==> config.mk <==
export PLATFORM = sky130hd
export DESIGN_NAME = emu_run_ctrl
export DESIGN_NICKNAME = d
export VERILOG_FILES = /design/src/rtl/emu_run_ctrl.sv
export SDC_FILE = /design/constraint.sdc
export NUM_CORES = 1
export LEC_CHECK = 0
export CELL_PAD_IN_SITES_DETAIL_PLACEMENT = 0
export CELL_PAD_IN_SITES_GLOBAL_PLACEMENT = 1
export CORE_MARGIN = 4
export CORE_UTILIZATION = 38
export CTS_CLUSTER_SIZE = 30
export DETAILED_ROUTE_END_ITERATION = 7
export PLACE_DENSITY_LB_ADDON = 0.1
export SLEW_MARGIN = 15
export SYNTH_ARGS = -nofsm -noshare
export SYNTH_HDL_FRONTEND = slang
export SYNTH_SLANG_ARGS = --single-unit
export TNS_END_PERCENT = 20
==> constraint.sdc <==
create_clock -name clk -period 3.2 [get_ports clk]
set_input_delay 0.48 -clock clk [delete_from_list [all_inputs] [get_ports clk]]
set_output_delay 0.48 -clock clk [all_outputs]
set_load 0.02 [all_outputs]
==> src/rtl/emu_run_ctrl.sv <==
// Emulation run controller: holds the testbench in reset until the clock is locked, then
// gates a clock-enable according to host run/stop/step/run-until commands and counts emulated time.
module emu_run_ctrl #(
    parameter int TIME_WIDTH      = 64,
    parameter int STEP_WIDTH      = 32,
    parameter int RST_HOLD_CYCLES = 16
) (
    input  logic                  clk,
    input  logic                  rst_n,
    input  logic                  locked,
    input  logic                  host_rst,
    input  logic                  cmd_valid,
    output logic                  cmd_ready,
    input  logic [1:0]            cmd_op,
    input  logic [STEP_WIDTH-1:0] cmd_arg,
    output logic                  emu_rst,
    output logic                  emu_ce,
    output logic [TIME_WIDTH-1:0] emu_time,
    output logic [2:0]            state,
    output logic                  done
);

    typedef enum logic [2:0] {
        S_HOLD     = 3'd0,
        S_IDLE     = 3'd1,
        S_RUNNING  = 3'd2,
        S_STEPPING = 3'd3
    } state_t;

    localparam logic [1:0] OP_RUN       = 2'b00;
    localparam logic [1:0] OP_STOP      = 2'b01;
    localparam logic [1:0] OP_STEP      = 2'b10;
    localparam logic [1:0] OP_RUN_UNTIL = 2'b11;

    localparam int HCW = (RST_HOLD_CYCLES > 1) ? $clog2(RST_HOLD_CYCLES) : 1;
    localparam logic [HCW-1:0] HOLD_LAST = HCW'(RST_HOLD_CYCLES - 1);

    state_t                state_q, state_n;
    logic [HCW-1:0]        hold_cnt, hold_cnt_n;
    logic [STEP_WIDTH-1:0] remaining, remaining_n;
    logic [TIME_WIDTH-1:0] target, target_n;
    logic                  armed, armed_n;
    logic [TIME_WIDTH-1:0] time_n;
    logic                  ce_n, done_n, emu_rst_n, ready_n;
    logic                  cmd_fire, abort;
    logic [TIME_WIDTH-1:0] arg_ext;

    // Handshake: a command transfers on a rising edge where cmd_valid && cmd_ready; cmd_ready is
    // registered and does not depend on cmd_valid, so the host may hold cmd_valid until it sees ready.
    assign cmd_fire = cmd_valid && cmd_ready;
    assign abort    = !locked || host_rst;
    assign arg_ext  = TIME_WIDTH'(cmd_arg);
    assign state    = state_q;

    always_ff @(posedge clk) begin
        if (!rst_n) begin
            state_q   <= S_HOLD;
            hold_cnt  <= '0;
            remaining <= '0;
            target    <= '0;
            armed     <= 1'b0;
            emu_time  <= '0;
            emu_ce    <= 1'b0;
            emu_rst   <= 1'b1;
            cmd_ready <= 1'b0;
            done      <= 1'b0;
        end else begin
            state_q   <= state_n;
            hold_cnt  <= hold_cnt_n;
            remaining <= remaining_n;
            target    <= target_n;
            armed     <= armed_n;
            emu_time  <= time_n;
            emu_ce    <= ce_n;
            emu_rst   <= emu_rst_n;
            cmd_ready <= ready_n;
            done      <= done_n;
        end
    end

    always_comb begin
        state_n     = state_q;
        hold_cnt_n  = hold_cnt;
        remaining_n = remaining;
        target_n    = target;
        armed_n     = armed;
        time_n      = emu_time + TIME_WIDTH'(emu_ce);
        ce_n        = 1'b0;
        done_n      = 1'b0;

        if (abort) begin
            state_n     = S_HOLD;
            hold_cnt_n  = '0;
            remaining_n = '0;
            target_n    = '0;
            armed_n     = 1'b0;
            time_n      = '0;
        end else begin
            case (state_q)
                S_HOLD: begin
                    time_n = '0;
                    if (hold_cnt == HOLD_LAST) begin
                        state_n    = S_IDLE;
                        hold_cnt_n = '0;
                    end else begin
                        hold_cnt_n = hold_cnt + HCW'(1);
                    end
                end
                S_IDLE: begin
                    if (cmd_fire) begin
                        case (cmd_op)
                            OP_RUN: begin
                                state_n = S_RUNNING;
                                ce_n    = 1'b1;
                            end
                            OP_STOP: done_n = 1'b1;
                            OP_STEP: begin
                                if (cmd_arg == '0) begin
                                    done_n = 1'b1;
                                end else begin
                                    state_n     = S_STEPPING;
                                    remaining_n = cmd_arg;
                                    ce_n        = 1'b1;
                                end
                            end
                            OP_RUN_UNTIL: begin
                                if (arg_ext <= emu_time) begin
                                    done_n = 1'b1;
                                end else begin
                                    state_n  = S_RUNNING;
                                    target_n = arg_ext;
                                    armed_n  = 1'b1;
                                    ce_n     = 1'b1;
                                end
                            end
                            default: ;
                        endcase
                    end
                end
                S_RUNNING: begin
                    ce_n = 1'b1;
                    // Stop on the edge that brings emu_time up to the target; a coincident STOP
                    // lands in the same branch set, so only one done pulse results.
                    if ((armed && (emu_time + TIME_WIDTH'(1) == target)) ||
                        (cmd_fire && cmd_op == OP_STOP)) begin
                        state_n  = S_IDLE;
                        ce_n     = 1'b0;
                        done_n   = 1'b1;
                        armed_n  = 1'b0;
                        target_n = '0;
                    end
                end
                S_STEPPING: begin
                    ce_n = 1'b1;
                    if ((remaining == STEP_WIDTH'(1)) || (cmd_fire && cmd_op == OP_STOP)) begin
                        state_n     = S_IDLE;
                        ce_n        = 1'b0;
                        done_n      = 1'b1;
                        remaining_n = '0;
                    end else begin
                        remaining_n = remaining - STEP_WIDTH'(1);
                    end
                end
                default: state_n = S_HOLD;
            endcase
        end

        emu_rst_n = (state_n == S_HOLD);
        ready_n   = (state_n != S_HOLD);
    end

endmodule

* Yosys cells after proc, flatten, opt, wreduce, memory -nomap -nowiden
Index checks and enable logic that the tools add are counted.
** Cells by class
- Multiplexer cells :: 39
- Reduce and logical (&&, ||, !) cells :: 18
- Eq/ne operators :: 15
- Magnitude comparators :: 1
- Bitwise gates (word level) :: 1
- $add $sub $neg :: 4
** Operators with widths (count)
- $mux W64 :: 4
- $mux W32 :: 4
- $pmux W64 S2 :: 1
- $add A64 B1 Y64 :: 1
- $add A64 B1 Y64 const B :: 1
- $eq A64 B64 Y1 :: 1
- $le A32 B64 Y1 :: 1
- $pmux W32 S2 :: 1
- $eq A32 B1 Y1 const B :: 1
- $logic_not A32 Y1 :: 1
- $sub A32 B1 Y32 const B :: 1
- $mux W3 :: 7
- $mux W1 :: 14
- $pmux W1 S3 :: 4
- $pmux W3 S4 :: 1
- $ne A2 B2 Y1 const B :: 5
- $pmux W3 S3 :: 1
- $eq A3 B2 Y1 const B :: 2
- $logic_not A3 Y1 :: 2
- $reduce_and A5 Y1 :: 1
- $add A4 B1 Y4 const B :: 1
- $eq A2 B2 Y1 const B :: 2
- $eq A4 B4 Y1 const B :: 1
- $mux W4 :: 1
- other kinds (14) :: 19
** Storage, ports and cells
- Output and inout port bits :: 71
- Word-level logic and storage cells :: 88
- Input port bits :: 39
- Register bits after elaboration :: 172

* Longest topological paths before layout
Gate-level depths: netlist of run 1.
- Depth in word-level cells :: 8
- Depth in mapped cells :: 13
- Gate-level depth less buffers :: 12

* Worst setup path after synthesis of run 1
OpenSTA, ideal clock, no wires.
- Kind :: register to register
- From :: reg emu_time[15]
- To :: reg target[10]
- Clock period less this slack :: 3396 ps
- Data required time :: 3083 ps
- Setup slack :: -196 ps
- Buffers on the path :: 2
- Data arrival time :: 3279 ps
- Cell stages (with the launch flop) :: 13
- Cell sequence :: dfxtp_1 > clkbuf_1 > nand4_1 > nor4_4 > nand3_1 > nor3_1 > mux2_2 > nor4_1 > nand4b_1 > o21ai_2 > a211oi_4 > buf_6 > a22o_1
** On the way
- Word-level cells in the longest chain between the ends :: 6
- Elaborated cells between the ends (all ways) :: 8
- Those cells by class :: add/sub (1); order compare (1); eq/ne (3); reduce/logical (3)
** Ends and longest elaborated chain
- start: declaration :: line 18 : output logic [TIME_WIDTH-1:0] emu_time,
- start signal: assignment :: line 73 : emu_time <= time_n;
- $add A64 B1 Y64 :: line 144 : if ((armed && (emu_time + TIME_WIDTH'(1) == target)) ||
- $eq A64 B64 Y1 :: line 144
- $logic_and A1 B1 Y1 :: line 144
- $logic_or A1 B1 Y1 :: line 144
- $ne A2 B2 Y1 (no line)
- $reduce_and A5 Y1 (no line) *
- end signal: assignment :: line 71 : target <= target_n;
- end: declaration :: line 41 : logic [TIME_WIDTH-1:0] target, target_n;
Every way passes the cells marked *; elsewhere a longest branch is shown, timed or not.
A chain may end at the register's enable or synchronous reset.

* Final worst setup path of run 1
- From :: reg emu_time[42]
- To :: reg target[0]
Same word-level chain as after synthesis.

==> results of run 1 <==
how the worst max path moves through the flow:
stage	slack (ns)	depth (start not counted)	end	start
after CTS	-0.15	13	target[28]$_SDFFE_PP0P_	emu_time[35]$_SDFF_PP0_
after detailed placement	-1.02	12	target[0]$_SDFFE_PP0P_	cmd_arg[9]
after global routing	-0.32	13	target[0]$_SDFFE_PP0P_	emu_time[42]$_SDFF_PP0_
after floorplan	0.0002	12	target[10]$_SDFFE_PP0P_	emu_time[39]$_SDFF_PP0_
final	-0.28	13	target[0]$_SDFFE_PP0P_	emu_time[42]$_SDFF_PP0_
after global placement	-0.98	12	target[0]$_SDFFE_PP0P_	cmd_arg[9]
worst max-delay path: cells and delay by family, from the launching register on:
kind / cells / cell delay [ns]
and+or+nand+nor: 4 / 1.45
AOI/OAI and AO/OA: 5 / 0.92
xor gates and xnor gates: 1 / 0.16
DFF: 1 / 0.33
buffers and inverters: 3 / 0.52
cells by family after synthesis:
kind of cell / Yosys count / share of synthesized area
AOI/OAI and AO/OA: 224 / 0.166
xor gates and xnor gates: 116 / 0.107
adders and majority gates: 38 / 0.0503
buffers and inverters: 125 / 0.0570
DFF: 140 / 0.296
muxes: 3 / 0.00331
other: 1 / 0.000397
and+or+nand+nor: 558 / 0.319
metrics by stage:
| stage | setup slack (ns) | power, mW |
|---|---|---|
| 2_1_floorplan | 0.000246 | 1.86 |
| 3_3_place_gp | -0.979 | 2.00 |
| 3_5_place_dp | -1.02 | 2.01 |
| 4_1_cts | -0.154 | 4.04 |
| 5_1_grt | -0.316 | 4.14 |
| 6_report | -0.281 | 4.02 |
synthesized netlist by cell type, types with 13 or more instances:
master and number:
a22o_1 31, xor2_1 40, clkbuf_1 50, inv_1 40, nor3_1 51, nand2_1 79, or3_1 26, nor2_1 150
and4_1 13, ha_1 38, xnor2_1 76, a21oi_1 41, nand3_1 41, buf_2 29, o21ai_0 50, dfxtp_1 140
nor4_1 43, nand4_1 62, and3_1 17
power by group through the flow:
| stage | Clock [mW] | Sequential [mW] | Combinational, mW |
|---|---|---|---|
| 3_5_place_dp | 0 | 1.78 | 0.222 |
| 2_1_floorplan | 0 | 1.78 | 0.0799 |
| 5_1_grt | 2.14 | 1.74 | 0.258 |
| 6_report | 2.04 | 1.74 | 0.239 |
| 4_1_cts | 2.07 | 1.74 | 0.229 |
| 3_3_place_gp | 0 | 1.78 | 0.220 |
area by class of cell:
| cell class | count | area [µm²] |
|---|---|---|
| tap | 324 | 405 |
| clock buffer | 18 | 439 |
| fill | 2336 | 10600 |
| sequential | 140 | 2840 |
| timing repair buffer | 403 | 3430 |
| inverter | 40 | 154 |
| clock inverter | 14 | 146 |
| multi-input combinational | 942 | 6370 |
flip-flops by register name, indices dropped and copies added (netlist names):
name	cells
armed	1
emu_time	64
cmd_ready	1
target	32
emu_ce	1
emu_rst	1
hold_cnt	4
remaining	32
done	1
state	3
metal layers:
metal	up-vias	track usage	routed length, µm
li1	5111	-	-
met1	5004	0.352	16700
met2	396	0.445	17800
met3	62	0.0526	2820
met4	2	0.0925	1020
met5	-	0	13
what timing repair did:
item | 4_1_cts | 5_1_grt
hold buffers | 0 | 0
cloned | 2 | 0
buffers inserted | 7 | 6
resized for setup | 24 | 35
endpoints found under the setup margin | 40 | 77
pin swaps | 17 | 36
==> results.md, run 1 <==
* Data arrival time of the worst path at about 3.8 ns
* CP max FO at 8
* Worst setup path class: register to register
* Synth warn at 0
* R2R Path End: target[0]$_SDFFE_PP0P_
* Fmax at 0.287 GHz
* Min-Delay Endpoint: remaining[30]$_SDFFE_PP0P_
* Reg2reg path depth at 13
* Worst path cell trace: nand4_1 > or4_4 > or4_4 > xor2_1 > a31oi_1 > a2111o_1 > nand4b_1 > buf_6 > o21ai_4 > buf_12 > a211oi_4 > buf_12 > a22o_2
* Worst rel slew slack at 0.470
* PwrDens at between 200 and 300 nW/µm²
* Initial antenna violation count at 1
* PnR worst setup slack at -0.281 ns
* Maximum Capacitance Violations at 0
* Final wirelength at 38400 µm
* Hold depth at 2
* Most common cell after layout, fill and taps aside: buf_4
* Hold crit path type: register to register
* Syn_nets at 1282
* Proportion of layout cells with a drive suffix above 1 at 0.267
* Initial drt markers at 949
* Fin util at 0.565
* Clock power frac at 0.507
* Top cell type by total area after synthesis: dfxtp_1
* Violated checks: setup timing
* Slowest cell delay on critical path at 0.56 ns
* Tcrit/Tclk final at 1.09
* Top FF cell, synth: dfxtp_1
* Post-DR vias/cell at 5.62
* Die Ht at between 150 and 200 µm
* DP Area at 12800 µm²
* Sink Count at 140
* Routability cong. at 0.987
* Final Hold Slack at 0.476 ns
* Skew final at 0.0122 ns
* Worst-Skew Late Latency at approximately 0.43 ns
* Via count at about 11000
* P&R area growth vs syn at 45.8%
* R2R Path Start: emu_time[42]$_SDFF_PP0_
* HP Start: remaining[30]$_SDFFE_PP0P_
* Placed Instances at 1834
* Core area at 24400 µm²
* Sequential Power Share at 0.434
* Area contributors post-synth: dfxtp_1 (30%), xnor2_1 (7.0%), nor2_1 (6.0%)
* Post-synth EDFFs at 0
* Post-synth ARST share at 0
* Worst-Margin Slew at 0.791 ns
* Crit-path slowest cell: or4_4
* Commonest non-fill, non-tap cells in the layout: buf_4 (280), nor2_1 (147), dfxtp_1 (120)
* GR Overflow Total at 0
* Number of I/O port buffers at 109
* Synth top area share at 0.296
* Clk slew on worst S/H paths at 0.07 ns
* Internal power at 2.98 mW
* RSZ-0062 raised after global routing: yes
* Non-Filler Instances at 1881
* Hpwl dp at ~30000 µm
* Antenna viol nets, final at 0
* Period minus WS final at 3.48 ns
* Num CTS Buffers at 17
* Die area at 27500 µm²
* H-tree levels at 4
* R2r setup slk at -0.28 ns
* Final Max Tran Viols at 0
* # setup viols final at 36
* Worst endpoint required time at 3.53 ns
* Initial Utilization at 0.388
* Sequential element share of the synthesized area at 0.296
* Root Driver: clkbuf_16
* DRT Pass-1 Iters at 6
* Peak VDD IR at roughly 0.00028 V
* Sum Neg Setup Slack at -7.77 ns
* Post-synthesis register bit count at 140
* Rows at 57
* Status: finished with violations
* Clock tree from TritonCTS: done
* Mapped cell area at 9460 µm²
* Die Wd at 166 µm
* Combinational share of power at 0.060
* Total GRT Usage at 0.269
* Switching Fraction at 0.258
* Synth unique cells at 77
* Drt drc at 0
* CP endpoint kind: register
* Number of global-route vias before repair at around 10000
* Post-Synthesis Cells at 1205
* Final Hold Viols at 0
* First-pass GRT wire length at ~58000 µm
* Ant. Diodes at 0
* Nets at about 1600
* LEAKAGE at roughly 5.2 nW
* Maximum buffer depth of the clock tree at 2
* Final instance area at 13800 µm²
* Ports at 110
* Per-cell routed wire length at slightly above 20 µm
* Largest net degree at the start of global routing at 63
* Syn Area/Cell at just under 8 µm²
* Switching power at about 1.0 mW
* Startpoint types: register
Note: power is estimated with default switching activity, not from simulation.
==> inputs of run 2 (changes only) <==
- PLACE_DENSITY: not set -> 0.79
- PLACE_DENSITY_LB_ADDON: 0.1 -> not set
==> run 2 against run 1 <==
Sequential share of layout area rose by 0.40 points. Hold slack improved by 0.0085 ns. The flow still finishes with violations (setup timing). Non-clock buffer count fell by 24. Final cell count fell by 1.3%. Final area fell by 1.8%. Critical path type unchanged. Fmax rose by 2.9%. Sequential power barely moved. Die area did not move. Register-to-register slack improved by 0.097 ns. Critical endpoint is now target[28]$_SDFFE_PP0P_. Global-route usage fell by 0.64 points.
==> results.md, run 2 (synthesis results as in run 1) <==
* Rows at 57 (unchanged)
* Proportion of layout cells with a drive suffix above 1 at 0.255 (-0.0126)
* Initial drt markers at 944 (-0.53%)
* Worst-Margin Slew at 0.704 ns (-0.0874 ns)
* Largest net degree at the start of global routing at 63 (unchanged)
* Number of I/O port buffers at 109 (unchanged)
* First-pass GRT wire length at 58100 µm (-0.42%)
* Drt drc at 0 (unchanged)
* RSZ-0062 raised after global routing: yes
* Worst-Skew Late Latency at 0.44 ns (about the same)
* Core area at 24400 µm² (unchanged)
* Violated checks: setup timing
* Skew final at 0.0126 ns (+0.000437 ns)
* PnR worst setup slack at -0.184 ns (+0.0970 ns)
* Largest regs: emu_time: 64 flops, remaining: 32 flops, target: 32 flops
* Final Power at 4.00 mW (-0.32%)
* Final Hold Viols at 0 (unchanged)
* Commonest non-fill, non-tap cells in the layout: buf_4 (260), nor2_1 (148), dfxtp_1 (116)
* Per-cell routed wire length at 20.2 µm (-1.1%)
* Antenna viol nets, final at 0 (unchanged)
* Startpoint types: register
* Worst path cell trace: buf_4 > nand4_1 > nor2_1 > nand4_1 > buf_4 > nand4b_1 > xnor2_1 > nor4b_1 > nand4_1 > buf_4 > o21ai_4 > buf_6 > a211oi_4 > buf_6 > a22o_1
* PwrDens at 296 nW/µm² (+1.5%)
* Sink Count at 140 (unchanged)
* Reg2reg path depth at 15 (+2)
* Period minus WS final at 3.38 ns (-0.0970 ns)
* Clock power frac at 0.506 (about the same)
* Switching Fraction at 0.273 (+0.0154)
* GR Overflow Total at 0 (unchanged)
* # setup viols final at 36 (unchanged)
* Root Driver: clkbuf_16
* Final instance area at 13500 µm² (-1.8%)
* Initial antenna violation count at 0 (-1)
* H-tree levels at 4 (unchanged)
* Number of global-route vias before repair at 10200 (+1.5%)
* Die Ht at 166 µm (unchanged)
* Worst rel slew slack at 0.526 (+0.0562)
* DRT Pass-1 Iters at 6 (unchanged)
* Post-DR vias/cell at 5.68 (+0.99%)
* Status: finished with violations
* Via count at 10500 (-0.35%)
* Biggest register: emu_time
* Total GRT Usage at 0.263 (-0.00637)
* Hold crit path type: register to register
* Largest register FFs at 64 (unchanged)
* Min-Delay Endpoint: remaining[30]$_SDFFE_PP0P_
* HP Start: remaining[30]$_SDFFE_PP0P_
* Nets at 1596 (-1.5%)
* Hpwl dp at 29000 µm (-3.5%)
* R2R Path End: target[28]$_SDFFE_PP0P_
* Sequential Power Share at 0.435 (about the same)
* Peak VDD IR at 0.000276 V (-1.2%)
* CP max FO at 12 (+4)
* Crit-path slowest cell: nor4b_1
* Switching power at 1.09 mW (+5.7%)
* Final wirelength at 37500 µm (-2.4%)
* Non-Filler Instances at 1856 (-1.3%)
* Die area at 27500 µm² (unchanged)
* Tcrit/Tclk final at 1.06 (-0.0303)
* P&R area growth vs syn at 43.1%
* CTS Hold Bufs at 0 (unchanged)
* Clk slew on worst S/H paths at 0.07 ns (about the same)
* Placed Instances at 1811 (-1.3%)
* Worst endpoint required time at 3.53 ns (about the same)
* Ant. Diodes at 0 (unchanged)
* LEAKAGE at 5.12 nW (-1.8%)
* Hold depth at 2 (unchanged)
* Initial Utilization at 0.388 (unchanged)
* R2R Path Start: emu_time[37]$_SDFF_PP0_
* Internal power at 2.91 mW (-2.4%)
* Maximum buffer depth of the clock tree at 2 (unchanged)
* Worst setup path class: register to register
* Most common cell after layout, fill and taps aside: buf_4
* Ports at 110 (unchanged)
* Data arrival time of the worst path at 3.71 ns (-0.10 ns)
* Combinational share of power at 0.059 (about the same)
* Slowest cell delay on critical path at 0.40 ns (-0.16 ns)
* Routability cong. at 0.991 (+0.46%)
* Fmax at 0.295 GHz (+2.9%)
* CP endpoint kind: register
* Clock tree from TritonCTS: done
* Final Max Tran Viols at 0 (unchanged)
* Num CTS Buffers at 17 (unchanged)
* DP Area at 12600 µm² (-1.6%)
* Die Wd at 166 µm (unchanged)
* R2r setup slk at -0.18 ns (+0.10 ns)
* Maximum Capacitance Violations at 0 (unchanged)
-- run 2: worst max-delay path: cells and delay by family (launching register included) --
family	cells	cell delay, ns
xor gates and xnor gates	1	0.15
DFF	1	0.35
buffers and inverters	5	0.89
AOI/OAI and AO/OA	3	0.49
and+or+nand+nor	6	1.37
-- run 2: stage by stage --
stage	setup TNS (ns)	hold WS, ns	util	setup WS, ns
global route	-8.66	0.512	0.555	-0.297
global placement	-31.04	0.461	0.516	-0.949
finish	-4.66	0.485	0.555	-0.184
floorplan	0	0.447	-	0.000246
detailed placement	-30.98	0.474	0.516	-0.948
CTS	-5.52	0.485	0.548	-0.185
-- run 2: worst max-delay path by stage --
stage               depth (start not counted)                      end                    start
floorplan                                  12  target[10]$_SDFFE_PP0P_  emu_time[39]$_SDFF_PP0_
global placement                           11   target[0]$_SDFFE_PP0P_               cmd_arg[9]
detailed placement                         11   target[0]$_SDFFE_PP0P_               cmd_arg[9]
CTS                                        13  target[19]$_SDFFE_PP0P_  emu_time[27]$_SDFF_PP0_
global route                               17  target[22]$_SDFFE_PP0P_   emu_time[0]$_SDFF_PP0_
finish                                     15  target[28]$_SDFFE_PP0P_  emu_time[37]$_SDFF_PP0_
-- run 2: timing repair --
action | 4_1_cts | 5_1_grt
cloned | 2 | 1
pin swaps | 31 | 16
gates resized for setup | 17 | 37
endpoints found under the setup margin | 37 | 39
setup buffers | 9 | 1
-- run 2: power groups by stage --
| stage | Clock (mW) | Combinational [mW] | Sequential, mW |
|---|---|---|---|
| 6_report | 2.03 | 0.237 | 1.74 |
| 5_1_grt | 2.11 | 0.253 | 1.74 |
| 4_1_cts | 2.04 | 0.233 | 1.74 |
| 3_5_place_dp | 0 | 0.221 | 1.78 |
| 3_3_place_gp | 0 | 0.218 | 1.78 |
| 2_1_floorplan | 0 | 0.0799 | 1.78 |
-- run 2: area by class of cell --
class / instances / area (µm²)
Fill cell: 2300 / 10900
Multi-Input combinational cell: 941 / 6350
Timing Repair Buffer: 379 / 3200
Sequential cell: 140 / 2840
Clock buffer: 17 / 425
Tap cell: 324 / 405
Clock inverter: 15 / 160
Inverter: 40 / 150
-- run 2: per-layer routing --
layer / vias to the layer above / wire length [µm] / track usage
li1: 5055 / - / -
met1: 4962 / 16300 / 0.347
met2: 441 / 17200 / 0.430
met3: 80 / 2560 / 0.0426
met4: 0 / 1470 / 0.105
met5: - / 0 / 0
==> inputs of run 3 (changes only) <==
- GPL_ROUTABILITY_DRIVEN: not set -> 0
- PLACE_DENSITY: 0.79 -> not set
- PLACE_DENSITY_LB_ADDON: not set -> 0.05
==> run 3 against run 2 <==
The flow still finishes with violations (setup timing). Final area decreased by 0.73%. Critical endpoint is now target[31]$_SDFFE_PP0P_. Clock power about the same. Largest cell class unchanged. Largest power group unchanged. Final cell count about the same. Combinational power decreased by 3%. Die area unchanged. Hold slack got worse by 0.010 ns. Utilization decreased by 0.41 points.
==> results.md, run 3 (synthesis results as in run 1) <==
* Sum Neg Setup Slack at -2.32 ns (+2.34 ns)
* Worst setup path class: register to register
* Peak VDD IR at 0.000235 V (-15%)
* Final wirelength at 37400 µm (about the same)
* # setup viols final at 35 (-2.8%)
* Largest register FFs at 64 (unchanged)
* Sink Count at 140 (unchanged)
* P&R area growth vs syn at 42.0%
* CP endpoint kind: register
* Status: finished with violations
* CTS Hold Bufs at 0 (unchanged)
* FILL cells at 2359 (+2.6%)
* R2r setup slk at -0.10 ns (+0.08 ns)
* Biggest register: emu_time
* Final Max Tran Viols at 0 (unchanged)
* Slowest cell delay on critical path at 0.58 ns (+0.18 ns)
* Reg2reg path depth at 12 (-3)
* R2R Path Start: emu_time[39]$_SDFF_PP0_
* Die Wd at 166 µm (unchanged)
* CP Buf/Inv Count at 2 (-3)
* Final Hold Slack at 0.474 ns (-0.0103 ns)
* PnR worst setup slack at -0.103 ns (+0.0809 ns)
* Antenna viol nets, final at 0 (unchanged)
* Place WS at -0.291 ns (+0.656 ns)
* Worst path cell trace: nand4_1 > or4_4 > or4_4 > xor2_2 > a31oi_1 > a2111o_1 > nand4b_1 > buf_6 > o21ai_4 > a211oi_4 > buf_12 > a22o_2
* Fmax at 0.303 GHz (+2.4%)
* Via count at 10400 (-1.4%)
* Initial Utilization at 0.388 (unchanged)
* Clock tree from TritonCTS: done
* Clk slew on worst S/H paths at 0.07 ns (about the same)
* Rows at 57 (unchanged)
* Initial drt markers at 796 (-16%)
* Hpwl dp at 30100 µm (+3.6%)
* Number of global-route vias before repair at 9913 (-2.7%)
* Maximum buffer depth of the clock tree at 2 (unchanged)
* Largest net degree at the start of global routing at 46 (-27%)
* LEAKAGE at 5.10 nW (-0.52%)
* Proportion of layout cells with a drive suffix above 1 at 0.246 (-0.00832)
* Worst setup path end: target[31]$_SDFFE_PP0P_
* Maximum Capacitance Violations at 0 (unchanged)
* Root Driver: clkbuf_16
* Start point of the critical path: emu_time[39]$_SDFF_PP0_
* Final Power at 3.98 mW (-0.70%)
* Cell family with most CP delay: simple AND/OR/NAND/NOR gates
* DRT Pass-1 Iters at 5 (-1)
* Core area at 24400 µm² (unchanged)
* Commonest non-fill, non-tap cells in the layout: buf_4 (261), nor2_1 (149), dfxtp_1 (114)
* Post-DR vias/cell at 5.60 (-1.3%)
* GR Overflow Total at 0 (unchanged)
* Data arrival time of the worst path at 3.63 ns (-0.08 ns)
* R2R Path End: target[31]$_SDFFE_PP0P_
* Ports at 110 (unchanged)
* Die Ht at 166 µm (unchanged)
* Number of I/O port buffers at 109 (unchanged)
* Largest regs: emu_time: 64 flops, remaining: 32 flops, target: 32 flops
* Worst-Skew Late Latency at 0.44 ns (about the same)
* PwrDens at 296 nW/µm² (about the same)
* H-tree levels at 4 (unchanged)
* Worst rel slew slack at 0.578 (+0.0519)
* Hold crit path type: register to register
* Skew final at 0.0106 ns (-0.00198 ns)
* Crit path depth at 12 (-3)
* RSZ-0062 raised after global routing: yes
* Die area at 27500 µm² (unchanged)
* CP max FO at 32 (+20)
* Crit-path slowest cell: or4_4
* Most common cell after layout, fill and taps aside: buf_4
* Initial antenna violation count at 0 (unchanged)
* Worst endpoint required time at 3.52 ns (about the same)
* Nets at 1595 (-0.063%)
* Worst-Margin Slew at 0.631 ns (-0.0727 ns)
* Startpoint types: register
* Period minus WS final at 3.30 ns (-0.0809 ns)
* Ant. Diodes at 0 (unchanged)
* Drt drc at 0 (unchanged)
* Total GRT Usage at 0.265 (+0.00200)
* Final Hold Viols at 0 (unchanged)
* Violated checks: setup timing
* Num CTS Buffers at 17 (unchanged)
* First-pass GRT wire length at 58200 µm (+0.12%)
* Per-cell routed wire length at 20.2 µm (about the same)
* Tcrit/Tclk final at 1.03 (-0.0253)
* Crit path top cell by count: or4_4
## run 3: what timing repair did
item | in CTS | in global routing
setup endpoints to repair | 36 | 43
buffers inserted | 0 | 2
gates resized for setup | 7 | 23
pin swaps | 11 | 3
## run 3: worst min path at each step
stage,from,end,slack [ns],cells past startpoint
after global placement,remaining[17]$_SDFFE_PP0P_,remaining[17]$_SDFFE_PP0P_,0.46,2
after floorplan,remaining[14]$_SDFFE_PP0P_,remaining[14]$_SDFFE_PP0P_,0.45,2
after detailed placement,remaining[30]$_SDFFE_PP0P_,remaining[30]$_SDFFE_PP0P_,0.47,2
after CTS,remaining[30]$_SDFFE_PP0P_,remaining[30]$_SDFFE_PP0P_,0.48,2
after global routing,hold_cnt[3]$_SDFFE_PP0P_,hold_cnt[3]$_SDFFE_PP0P_,0.51,2
final,remaining[30]$_SDFFE_PP0P_,remaining[30]$_SDFFE_PP0P_,0.47,2
## run 3: stage by stage
stage           util  std cells  area (µm²)
2_1_floorplan      -       1205        9540
3_3_place_gp   0.521       1821       12700
3_5_place_dp   0.521       1821       12700
4_1_cts        0.546       1853       13300
5_1_grt        0.551       1855       13400
6_report       0.551       1855       13400
## run 3: area by class of cell
class / instances / area (µm²) / area share
multi-input combinational: 940 / 6220 / 0.463
timing repair buffer: 379 / 3220 / 0.240
sequential: 140 / 2840 / 0.211
clock buffer: 17 / 425 / 0.0317
tap: 324 / 405 / 0.0302
clock inverter: 15 / 170 / 0.0127
inverter: 40 / 150 / 0.0112
## run 3: report_power, final
group          switching, mW  internal [mW]  leakage [nW]
clock network          0.951           1.05         0.288
logic                  0.113          0.117          3.67
registers            0.00188           1.74          1.14
## run 3: worst reg2reg max path, delay by kind of cell, from the launching register on
kind | cells | cell delay [ns]
AND/OR/NAND/NOR | 4 | 1.45
XOR/XNOR | 1 | 0.15
AO/OA/AOI/OAI | 5 | 0.91
flip-flops | 1 | 0.33
buffers and inverters | 2 | 0.36
## run 3: routing by layer
| layer | global-route usage | vias up | wire, µm |
|---|---|---|---|
| met3 | 0.0352 | 60 | 2330 |
| met5 | 0 | - | 0 |
| met4 | 0.0829 | 0 | 1040 |
| li1 | - | 5050 | - |
| met1 | 0.374 | 4896 | 17300 |
| met2 | 0.421 | 387 | 16800 |
